<file path="config.mk">
export PLATFORM = sky130hd
export DESIGN_NAME = change_dispenser
export DESIGN_NICKNAME = d
export VERILOG_FILES = /design/src/rtl/change_dispenser.sv
export SDC_FILE = /design/constraint.sdc
export NUM_CORES = 1
export LEC_CHECK = 0
export CAP_MARGIN = 20
export CORE_AREA = 5 5 42 44
export CTS_CLUSTER_SIZE = 20
export DETAILED_ROUTE_END_ITERATION = 6
export DIE_AREA = 0 0 47 49
export GPL_TIMING_DRIVEN = 0
export MAX_ROUTING_LAYER = met4
export PLACE_DENSITY = 0.71
export SYNTH_ARGS = -nofsm -noshare
export SYNTH_HDL_FRONTEND = slang
export SYNTH_SLANG_ARGS = --single-unit
</file>
<file path="constraint.sdc">
create_clock -name clk -period 3.1 [get_ports clk]
set_input_delay 0.465 -clock clk [delete_from_list [all_inputs] [get_ports clk]]
set_output_delay 0.465 -clock clk [all_outputs]
set_load 0.02 [all_outputs]
</file>
<file path="src/rtl/change_dispenser.sv">
// Greedy change dispenser: pays out a 4-bit amount as BIG/MID/1 coins over a valid/ready handshake.
// Optional coin tally output enabled by defining CHANGE_DISPENSER_TALLY_EN.
module change_dispenser #(
   parameter int BIG_COIN = 5,
   parameter int MID_COIN = 2
) (
   input  logic       clk,
   input  logic       rst_n,
   input  logic       start,
   input  logic [4:0] diff,
   input  logic       coin_ready,
   output logic       coin_valid,
   output logic [1:0] coin_type,
   output logic       busy,
   output logic       done,
   output logic       reject
`ifdef CHANGE_DISPENSER_TALLY_EN
   ,
   output logic [3:0] coin_count
`endif
);

   // state    | meaning
   // IDLE     | waiting for start; refuses borrow with a reject pulse
   // DISPENSE | offering the greedy coin for the remaining amount
   // DONE     | one-cycle completion pulse, then back to IDLE
   typedef enum logic [1:0] {
      IDLE     = 2'd0,
      DISPENSE = 2'd1,
      DONE     = 2'd2
   } state_t;

   localparam logic [3:0] BIG_V = 4'(BIG_COIN);
   localparam logic [3:0] MID_V = 4'(MID_COIN);

   state_t     state, state_nxt;
   logic [3:0] remaining, remaining_nxt;
   logic       reject_q, reject_nxt;
   logic [3:0] coin_val;
   logic       handshake;
   logic       start_ok;

   always_comb begin
      coin_type = 2'b00;
      coin_val  = 4'd0;
      if (state == DISPENSE) begin
         if (remaining >= BIG_V) begin
            coin_type = 2'b11;
            coin_val  = BIG_V;
         end else if (remaining >= MID_V) begin
            coin_type = 2'b10;
            coin_val  = MID_V;
         end else begin
            coin_type = 2'b01;
            coin_val  = 4'd1;
         end
      end
   end

   assign coin_valid = (state == DISPENSE);
   assign busy       = (state != IDLE);
   assign done       = (state == DONE);
   assign reject     = reject_q;
   assign handshake  = coin_valid && coin_ready;
   assign start_ok   = (state == IDLE) && start && !diff[4];

   always_comb begin
      state_nxt     = state;
      remaining_nxt = remaining;
      reject_nxt    = 1'b0;
      case (state)
         IDLE: begin
            if (start) begin
               if (diff[4]) begin
                  reject_nxt = 1'b1;
               end else if (diff[3:0] == 4'd0) begin
                  state_nxt = DONE;
               end else begin
                  remaining_nxt = diff[3:0];
                  state_nxt     = DISPENSE;
               end
            end
         end
         DISPENSE: begin
            if (handshake) begin
               // greedy decode guarantees coin_val <= remaining
               remaining_nxt = remaining - coin_val;
               if (remaining == coin_val) state_nxt = DONE;
            end
         end
         DONE: begin
            state_nxt = IDLE;
         end
         default: begin
            state_nxt     = IDLE;
            remaining_nxt = 4'd0;
         end
      endcase
   end

   always_ff @(posedge clk) begin
      if (!rst_n) begin
         state     <= IDLE;
         remaining <= 4'd0;
         reject_q  <= 1'b0;
      end else begin
         state     <= state_nxt;
         remaining <= remaining_nxt;
         reject_q  <= reject_nxt;
      end
   end

`ifdef CHANGE_DISPENSER_TALLY_EN
   always_ff @(posedge clk) begin
      if (!rst_n) begin
         coin_count <= 4'd0;
      end else if (start_ok) begin
         coin_count <= 4'd0;
      end else if (handshake) begin
         coin_count <= coin_count + 4'd1;
      end
   end
`else
   logic unused_start_ok;
   assign unused_start_ok = start_ok;
`endif

endmodule
</file>
==> out/results.tsv <==
metric	value	unit
hold_ws	0.492	ns
die height	49	µm
Tcrit/Tclk final	0.834	
P per Cell Area	367	nW/µm²
YS warnings	0	
Critical Path Sink	remaining[2]$_SDFFE_PN0P_	
Netlist Area Pre-Place	556	µm²
Final Skew	0.000219	ns
RSZ-0062 raised after global routing	no	
DP Area	716	µm²
Std-Cell Rows	14	
H-tree lvl count	1	
layout cells sized above 1	0.119	
clk sinks	7	
status	finished, final reports clean	
initial core utilization	0.396	
final WL	1240	µm
clk buf depth	2	
Post-synth top cells	10 x nand2_1, 7 x dfxtp_1, 5 x o21ai_0	
Synth Area per Inst	8.29	µm²
Critical Path AT	2.78	ns
Yosys reg bits	7	
Die ar.	2300	µm²
Wirelength per Cell	12.4	µm
Worst Setup End Kind	flip-flop	
post-place setup slack	0.166	ns
Worst-Margin Slew	0.499	ns
drt initial violations	10	
Worst Path Required	3.29	ns
Final setup viols	0	
Worst R2R End	remaining[2]$_SDFFE_PN0P_	
post-CTS setup buffer count	0	
worst-path fanout max	10	
core area	1400	µm²
drt drc	0	
cell accounting for the most synthesized area	dfxtp_1	
Area Overhead vs Synth	33.1	%
ys async rst share	0	
Max Clock Freq	0.387	GHz
HP Start	remaining[0]$_SDFFE_PN0P_	
top cell type's share of synthesized area	0.252	
ANT cells	0	
Post-synth EDFFs	0	
Pre-antenna DRT Iters	4	
Max VDD drop	0.000286	V
final worst setup slack	0.514	ns
final hold violation count	0	
Tmin final	2.59	ns
R2R setup slack	0.51	ns
HP Class	reg2reg	
CTS tree	built	
vias	523	
Worst-path clk slew	0.05	ns
Layout Nets	99	
crit path kind	reg2reg	
Pleak	0.285	nW
vias per inst	5.23	
layout filler cell count	142	
clk_lat worst skew	0.25	ns
most frequent cell after synthesis	nand2_1	
Syn Nets	81	
critical path launch point type	flip-flop	
ys flop type	dfxtp_1	
grt ovf	0	
post-synthesis sequential area ratio	0.252	
GRT Total Usage	0.130	
Area contributors post-synth	dfxtp_1 25%, ha_1 9.0%, nand2_1 6.8%	
Reg2Reg Launch Point	state[1]$_SDFFE_PN0P_	
vias in the first global route	494	
I/O Buffers	14	
Unique masters post-synth	29	
Cells after Synth	67	
largest net degree at the start of global routing	11	
antenna-violating nets left	0	
R2R cell count	9	
first-pass GRT wire length	2170	µm
Max-slew headroom	0.664	
width of the die	47	µm
CP startpoint	state[1]$_SDFFE_PN0P_	
Slew Limit Fails	0	
global placement routability congestion	0.815	
initial antenna violation count	0	
IO Count	15	
Max Cap Viol	0	
CTS root buf	clkbuf_4	
cell area after layout	739	µm²
number of buffers created by CTS	3	
total negative slack	0	ns
hpwl dp	1010	µm
per-stage QoR:
stage,std cells,util,power (mW)
3_3_place_gp,97,0.511,0.193
2_1_floorplan,67,-,0.160
4_1_cts,101,0.529,0.276
3_5_place_dp,97,0.511,0.194
6_report,100,0.528,0.271
5_1_grt,100,0.528,0.297
sequential cells by signal, summed over array words and instances, names as in the netlist:
signal / cells
state: 2
remaining: 4
reject: 1
worst max-delay path, cell delays in order (launching register included):
cell	delay, ns
dfxtp_1	0.32
clkbuf_1	0.20
nor2b_1	0.31
nor2b_1	0.23
ha_1	0.21
inv_1	0.06
fa_1	0.37
xnor2_1	0.13
a2111oi_1	0.52
a31o_2	0.17
layout by cell type, fill, tap and decap left out:
cell,n
or4_1,1
or3_1,2
o31a_1,1
and4b_1,1
clkbuf_4,3
a2111oi_1,1
nand2b_1,2
nor2_1,3
ha_1,4
nor4_1,1
clkdlybuf4s50_1,14
a21boi_1,1
inv_1,4
buf_6,1
o31a_4,1
xnor2_1,1
or3b_4,1
clkbuf_1,2
dfxtp_1,7
or2_2,2
a21boi_2,1
a21oi_1,3
nand2_1,10
a31o_2,1
o211ai_1,1
o21ai_0,5
mux2i_1,2
a211o_1,1
o2111ai_1,2
fa_1,1
nor2b_1,4
where the power goes:
group	internal [mW]	leakage [nW]	switching, mW
sequential	0.0965	0.0572	0.00732
combinational	0.0451	0.213	0.0425
clock	0.0489	0.0150	0.0308
total	0.190	0.285	0.0806
layout make-up:
| cell class | count | area (µm²) | area share |
|---|---|---|---|
| inverter | 4 | 15.0 | 0.0203 |
| tap | 16 | 20.0 | 0.0271 |
| buffer | 2 | 15.0 | 0.0203 |
| timing repair buffer | 14 | 140 | 0.190 |
| clock buffer | 4 | 26.3 | 0.0355 |
| sequential | 7 | 140 | 0.190 |
| multi-input combinational | 53 | 383 | 0.518 |
cell families after synthesis:
group           Yosys count  share of synthesized area
compound gates           18                      0.246
xor+xnor                  1                     0.0158
fa+ha+maj                 5                      0.126
buf+inv                   7                     0.0608
flops                     7                      0.252
mux                       2                     0.0360
simple gates             27                      0.264
how the worst min path moves through the flow:
stage,endpoint,cells after the start,slack [ns]
6_report,remaining[0]$_SDFFE_PN0P_,2,0.49
5_1_grt,remaining[0]$_SDFFE_PN0P_,2,0.52
3_3_place_gp,remaining[0]$_SDFFE_PN0P_,2,0.49
4_1_cts,remaining[0]$_SDFFE_PN0P_,2,0.50
3_5_place_dp,remaining[0]$_SDFFE_PN0P_,2,0.49
2_1_floorplan,remaining[0]$_SDFFE_PN0P_,2,0.45
timing repair:
| action | 4_1_cts | 5_1_grt |
|---|---|---|
| endpoints found under the setup margin | 0 | 1 |
| gates resized for setup | 0 | 1 |
| hold buffers | 0 | 0 |
per-layer routing:
metal,vias to the layer above,part of all wire,GRT usage
met4,0,0,0.0276
met5,-,0,-
met2,16,0.43,0.165
met3,0,0.079,0.0701
met1,236,0.49,0.181
li1,271,-,-
Power figures use the tool's default switching activity.
